File: config.mk
export PLATFORM = sky130hd
export DESIGN_NAME = shreg_multi_flat
export DESIGN_NICKNAME = d
export VERILOG_FILES = /design/src/rtl/shreg_pkg.sv /design/src/rtl/shreg_if.sv /design/src/rtl/shreg_stage.sv /design/src/rtl/shreg_multi.sv /design/src/flat_wrapper.sv
export SDC_FILE = /design/constraint.sdc
export NUM_CORES = 1
export LEC_CHECK = 0
export CAP_MARGIN = 5
export CORE_UTILIZATION = 25
export CTS_CLUSTER_SIZE = 12
export DETAILED_ROUTE_END_ITERATION = 16
export PLACE_DENSITY = 0.55
export SLEW_MARGIN = 20
export SYNTH_ARGS = -nofsm -noshare
export SYNTH_HDL_FRONTEND = slang
export SYNTH_HIERARCHICAL = 1
export SYNTH_SLANG_ARGS = --single-unit
File: constraint.sdc
create_clock -name clk -period 3.5 [get_ports clk]
set_clock_uncertainty 0.1 [all_clocks]
set_input_delay 1.05 -clock clk [delete_from_list [all_inputs] [get_ports clk]]
set_output_delay 1.05 -clock clk [all_outputs]
set_load 0.03 [all_outputs]
File: src/rtl/shreg_pkg.sv
// Shared definitions for the multi-stage shift register: the op encoding and the
// legal range of the DEPTH parameter.
package shreg_pkg;

    typedef enum logic [1:0] {
        OP_HOLD  = 2'd0,
        OP_SHIFT = 2'd1,
        OP_LOAD  = 2'd2,
        OP_CLEAR = 2'd3
    } shreg_op_e;

    localparam int SHREG_DEPTH_MIN = 2;
    localparam int SHREG_DEPTH_MAX = 64;

endpackage

File: src/rtl/shreg_if.sv
// Control/data bundle for shreg_multi. par_in exists only when SHREG_PAR_LOAD_EN
// is defined.
interface shreg_if
    import shreg_pkg::*;
#(
    parameter int WIDTH = 1,
    parameter int DEPTH = 4
);
    shreg_op_e              op;
    logic [WIDTH-1:0]       data_in;
    logic                   in_valid;
`ifdef SHREG_PAR_LOAD_EN
    logic [DEPTH*WIDTH-1:0] par_in;
`endif
    logic [WIDTH-1:0]       data_out;
    logic                   out_valid;
    logic [DEPTH*WIDTH-1:0] taps;
    logic                   full;
    logic                   empty;

    modport master (
        output op, data_in, in_valid,
`ifdef SHREG_PAR_LOAD_EN
        output par_in,
`endif
        input  data_out, out_valid, taps, full, empty
    );

    modport slave (
        input  op, data_in, in_valid,
`ifdef SHREG_PAR_LOAD_EN
        input  par_in,
`endif
        output data_out, out_valid, taps, full, empty
    );
endinterface

File: src/rtl/shreg_stage.sv
// One shift-register stage: a WIDTH-bit word plus its valid flag.
// Priority: reset/clear, then parallel load, then shift enable, else hold.
module shreg_stage #(
    parameter int WIDTH = 1
) (
    input  logic             clk,
    input  logic             reset,
    input  logic             en,
    input  logic             load,
    input  logic             clear,
    input  logic [WIDTH-1:0] d_word,
    input  logic             d_valid,
    input  logic [WIDTH-1:0] ld_word,
    output logic [WIDTH-1:0] q_word,
    output logic             q_valid
);
    logic [WIDTH-1:0] word_reg;
    logic             valid_reg;

    always_ff @(posedge clk) begin
        if (reset || clear) begin
            word_reg  <= '0;
            valid_reg <= 1'b0;
        end else if (load) begin
            word_reg  <= ld_word;
            valid_reg <= 1'b1;
        end else if (en) begin
            word_reg  <= d_word;
            valid_reg <= d_valid;
        end
    end

    assign q_word  = word_reg;
    assign q_valid = valid_reg;
endmodule

File: src/rtl/shreg_multi.sv
// DEPTH-stage shift register of WIDTH-bit words with per-stage valid flags.
// Define SHREG_PAR_LOAD_EN to enable the par_in port and the LOAD operation.
module shreg_multi
    import shreg_pkg::*;
#(
    parameter int WIDTH = 1,
    parameter int DEPTH = 4
) (
    input logic    clk,
    input logic    reset,
    shreg_if.slave bus
);
    generate
        if (DEPTH < SHREG_DEPTH_MIN || DEPTH > SHREG_DEPTH_MAX) begin : g_bad_depth
            $error("shreg_multi: DEPTH out of legal range");
        end
    endgenerate

    logic                   do_shift;
    logic                   do_load;
    logic                   do_clear;
    logic [WIDTH-1:0]       word_q [DEPTH];
    logic [DEPTH-1:0]       valid_q;
    logic [DEPTH*WIDTH-1:0] taps_next;

    assign do_shift = (bus.op == OP_SHIFT);
    assign do_clear = (bus.op == OP_CLEAR);
`ifdef SHREG_PAR_LOAD_EN
    assign do_load  = (bus.op == OP_LOAD);
`else
    // Without the parallel port, LOAD degenerates to HOLD.
    assign do_load  = 1'b0;
`endif

    genvar gi;
    generate
        for (gi = 0; gi < DEPTH; gi++) begin : g_stage
            logic [WIDTH-1:0] d_word;
            logic             d_valid;
            logic [WIDTH-1:0] ld_word;

            if (gi == 0) begin : g_head
                assign d_word  = bus.data_in;
                assign d_valid = bus.in_valid;
            end else begin : g_body
                assign d_word  = word_q[gi-1];
                assign d_valid = valid_q[gi-1];
            end

`ifdef SHREG_PAR_LOAD_EN
            assign ld_word = bus.par_in[gi*WIDTH +: WIDTH];
`else
            assign ld_word = '0;
`endif

            shreg_stage #(
                .WIDTH (WIDTH)
            ) u_stage (
                .clk     (clk),
                .reset   (reset),
                .en      (do_shift),
                .load    (do_load),
                .clear   (do_clear),
                .d_word  (d_word),
                .d_valid (d_valid),
                .ld_word (ld_word),
                .q_word  (word_q[gi]),
                .q_valid (valid_q[gi])
            );
        end
    endgenerate

    always_comb begin
        taps_next = '0;
        for (int k = 0; k < DEPTH; k++) begin
            taps_next[k*WIDTH +: WIDTH] = word_q[k];
        end
    end

    // Outputs are pure decodes of stage state; nothing flows through from inputs.
    assign bus.taps      = taps_next;
    assign bus.data_out  = word_q[DEPTH-1];
    assign bus.out_valid = valid_q[DEPTH-1];
    assign bus.full      = &valid_q;
    assign bus.empty     = ~|valid_q;
endmodule

File: src/flat_wrapper.sv
// flat-port wrapper written by rule: the top's interface ports become plain ports
module shreg_multi_flat import shreg_pkg::*;
#(
    parameter int WIDTH = 1,
    parameter int DEPTH = 4
)
  (clk, reset, bus_op, bus_data_in, bus_in_valid, bus_data_out, bus_out_valid, bus_taps, bus_full, bus_empty);
  shreg_if #(.WIDTH(WIDTH), .DEPTH(DEPTH)) bus_i ();
  input logic clk;
  input logic reset;
  input wire logic [$bits(bus_i.op)-1:0] bus_op;
  input wire logic [$bits(bus_i.data_in)-1:0] bus_data_in;
  input wire logic [$bits(bus_i.in_valid)-1:0] bus_in_valid;
  output wire logic [$bits(bus_i.data_out)-1:0] bus_data_out;
  output wire logic [$bits(bus_i.out_valid)-1:0] bus_out_valid;
  output wire logic [$bits(bus_i.taps)-1:0] bus_taps;
  output wire logic [$bits(bus_i.full)-1:0] bus_full;
  output wire logic [$bits(bus_i.empty)-1:0] bus_empty;
  assign bus_i.op = bus_op;
  assign bus_i.data_in = bus_data_in;
  assign bus_i.in_valid = bus_in_valid;
  assign bus_data_out = bus_i.data_out;
  assign bus_out_valid = bus_i.out_valid;
  assign bus_taps = bus_i.taps;
  assign bus_full = bus_i.full;
  assign bus_empty = bus_i.empty;
  shreg_multi #(.WIDTH(WIDTH), .DEPTH(DEPTH)) u_core (.clk(clk), .reset(reset), .bus(bus_i));
endmodule
==> results.py <==
metrics = {
    "status": {
        "outcome": "completed",
    },
    "power_and_ir_drop": {
        "p_leak_nw": 0.2358,
        "p_sw_uw": 66.52,
        "share_seq_of_total_power": 0.448,
        "pwr_density_cell_nw_per_um2": 366.1,
        "irDropWorstVdd_v": 0.0001057,
        "power.clock.fraction": 0.304,
        "p_comb_frac": 0.247,
        "switching_share": 0.2881,
        "internal_power_uw": 164.4,
        "total_power_uw": 230.9,
    },
    "cells_and_area": {
        "utilization": 0.4000,
        "most-common-layout-cells": "sky130_fd_sc_hd__clkdlybuf4s50_1 (13), sky130_fd_sc_hd__conb_1 (12), sky130_fd_sc_hd__mux2i_1 (8), sky130_fd_sc_hd__dfxtp_1 (8), sky130_fd_sc_hd__nor2b_1 (5)",
        "antenna-diode-count": 0,
        "area.growth.synth_to_final_pct": 43.59,
        "drive_above_1_share": 0.1538,
        "mostFrequentLayoutCell": "sky130_fd_sc_hd__clkdlybuf4s50_1",
        "nNetsFinal": 73,
        "finish.instance_area_um2": 630.6,
        "fillers": 166,
    },
    "synthesis": {
        "synthesis.instances": 41,
        "ys.warnings.count": 6,
        "yosysUniqueCellTypes": 11,
        "syn_area_um2": 439.2,
        "syn_area_per_cell_um2": 10.71,
        "number_of_synthesized_register_bits": 8,
        "seq_area_frac_synth": 0.3647,
    },
    "floorplan": {
        "start_util": 0.2786,
        "ios": 14,
        "die_h_um": 43.91,
        "die_x_um": 43.91,
        "fp.coreArea_um2": 1577,
        "std_cell_rows": 14,
        "fp.dieArea_um2": 1928,
    },
    "critical_path": {
        "crit_required_ps": 2350,
        "regToRegStartpoint": "u_core/g_stage[2].u_stage/q_word",
        "startpoint_kind_of_the_worst_setup_timing_path": "register",
        "reg2reg_slack_ps": 2500,
        "crit_fanout": 4,
        "worst_ep_arrival_time_ps": 1540,
        "critPathKind": "register to output port",
        "worst_reg2reg_path_length_in_cells": 2,
        "reg2reg_to": "u_core/g_stage[2].u_stage/q_word",
        "endpoint_kind": "output port",
    },
    "cts": {
        "clk-insertion-delay-late_ps": 250,
        "clock_tree.root_cell": "sky130_fd_sc_hd__clkbuf_4",
        "clk_path_buf_depth": 2,
        "worst_setup_hold_path_clk_slew_ps": 60,
        "cts-resized-gates": 0,
        "tritoncts_clock_tree": "yes",
        "cts-buffers-inserted": 3,
        "postCtsSetupBuffers": 0,
        "hold_buffer_count_at_cts": 0,
        "clock_sink_count": 8,
        "clock_tree.htree_level_count": 1,
    },
    "timing": {
        "timing.final.max_slew_violations": 0,
        "totalNegativeSetupSlack_ps": 0,
        "min_tclk_post_route_ps": 2686,
        "hold_viol_final": 0,
        "rsz0062_at_grt": "false",
        "setup_viol_count_final": 0,
        "final.period_utilization": 0.7674,
        "fmax_mhz": 372.3,
    },
    "routing": {
        "drt_first_iter_violations": 6,
        "antenna_left": 0,
        "drc_errors": 0,
        "drt-pass1-iter-count": 5,
        "drt_wl_total_um": 805,
        "drt-wirelength-per-cell_um": 9.938,
        "post_drt_via_cell_ratio": 4.247,
        "num_vias": 344,
    },
    "placed_design": {
        "io_buffer_count": 13,
        "routabilityCongestion": 0.5893,
        "hpwl_um": 595.6,
        "dpl-instance-area_um2": 608.1,
    },
    "global_route": {
        "globalRouteOverflowTotal": 0,
        "grt_start_max_net_pins": 9,
        "antenna_found_initial": 0,
        "grt_pass1_wl_um": 1255,
        "grt.total_usage": 0.09923,
        "grt_pass1_vias": 316,
    },
    "min_path": {
        "hold_path_class": "register to register",
        "timing.hold.worst_path_depth": 2,
        "min_delay_worst_endpoint": "u_core/g_stage[3].u_stage/q_valid",
        "timing.hold.worst.start": "u_core/g_stage[3].u_stage/q_valid",
    },
    "job": {
        "drv_cap": 0,
    },
}
==> metrics by stage <==
step,hold slack [ps],std cells,worst slack (ps)
floorplan,450.0,52,1153
global placement,490.0,78,1025
detailed placement,495.7,78,1002
finish,500.6,81,814.1
CTS,503.7,81,787.6
global route,534.1,81,718.4
==> cells by family (layout without fill, tap and decap cells) <==
family                 Yosys count  count (layout)  share of synthesized area
AOI/OAI and AO/OA                8               8                     0.2051
buffers and inverters            8              21                     0.1026
DFF                              8               8                     0.3647
muxes                            8               8                     0.1823
other                            1              12                   0.008539
and+or+nand+nor                  8               8                     0.1368
==> per-layer routing <==
metal,track usage,vias up,wire (um)
met5,0,-,0
met4,0.1273,0,19
met3,0.01250,2,37
met2,0.1433,9,381
met1,0.1117,150,366
li1,-,183,-
==> final cells by class <==
class / count / area [um^2] / area share
clock buffer: 3 / 22.52 / 0.03571
multi-input combinational: 36 / 275.3 / 0.4365
sequential: 8 / 160.2 / 0.2540
tap: 16 / 20.02 / 0.03175
timing repair buffer: 14 / 137.6 / 0.2183
inverter: 4 / 15.01 / 0.02381
==> power by group through the flow <==
stage | combinational (mW) | clock [mW] | sequential (mW)
2_1_floorplan | 0.0358 | 0 | 0.107
3_3_place_gp | 0.0562 | 0 | 0.105
3_5_place_dp | 0.0565 | 0 | 0.106
4_1_cts | 0.0566 | 0.0744 | 0.104
5_1_grt | 0.0607 | 0.0781 | 0.105
6_report | 0.0570 | 0.0703 | 0.104
==> synth_stat cells, drive strengths merged <==
cell type | n | area [um^2]
and2 | 1 | 6.260
a2111oi | 4 | 60.06
mux2i | 8 | 80.08
a211oi | 4 | 30.03
and4 | 1 | 10.01
buf | 4 | 30.03
dfxtp | 8 | 160.2
nor2b | 5 | 31.28
conb | 1 | 3.750
nor4 | 1 | 12.51
inv | 4 | 15.01
==> state kept, by name, summed over array words and instances, names as in the netlist <==
register                        count
u_core/g_stage.u_stage/q_valid      4
u_core/g_stage.u_stage/q_word       4
==> worst max path at each step <==
stage | from | to | slack (ps)
after global placement | bus_op[0] | u_core/g_stage[2].u_stage/q_word | 1030
after floorplan | bus_op[0] | u_core/g_stage[0].u_stage/q_word | 1150
after detailed placement | bus_op[0] | u_core/g_stage[2].u_stage/q_word | 1000
after CTS | u_core/g_stage[0].u_stage/q_valid | bus_empty | 790
after global routing | u_core/g_stage[0].u_stage/q_valid | bus_empty | 720
final | u_core/g_stage[0].u_stage/q_valid | bus_empty | 810
==> critical path, cell delays in order (launching register included) <==
cell,delay [ps]
sky130_fd_sc_hd__dfxtp_1,330
sky130_fd_sc_hd__nor4_2,260
sky130_fd_sc_hd__clkdlybuf4s50_1,700
(Power assumes the default switching activity.)
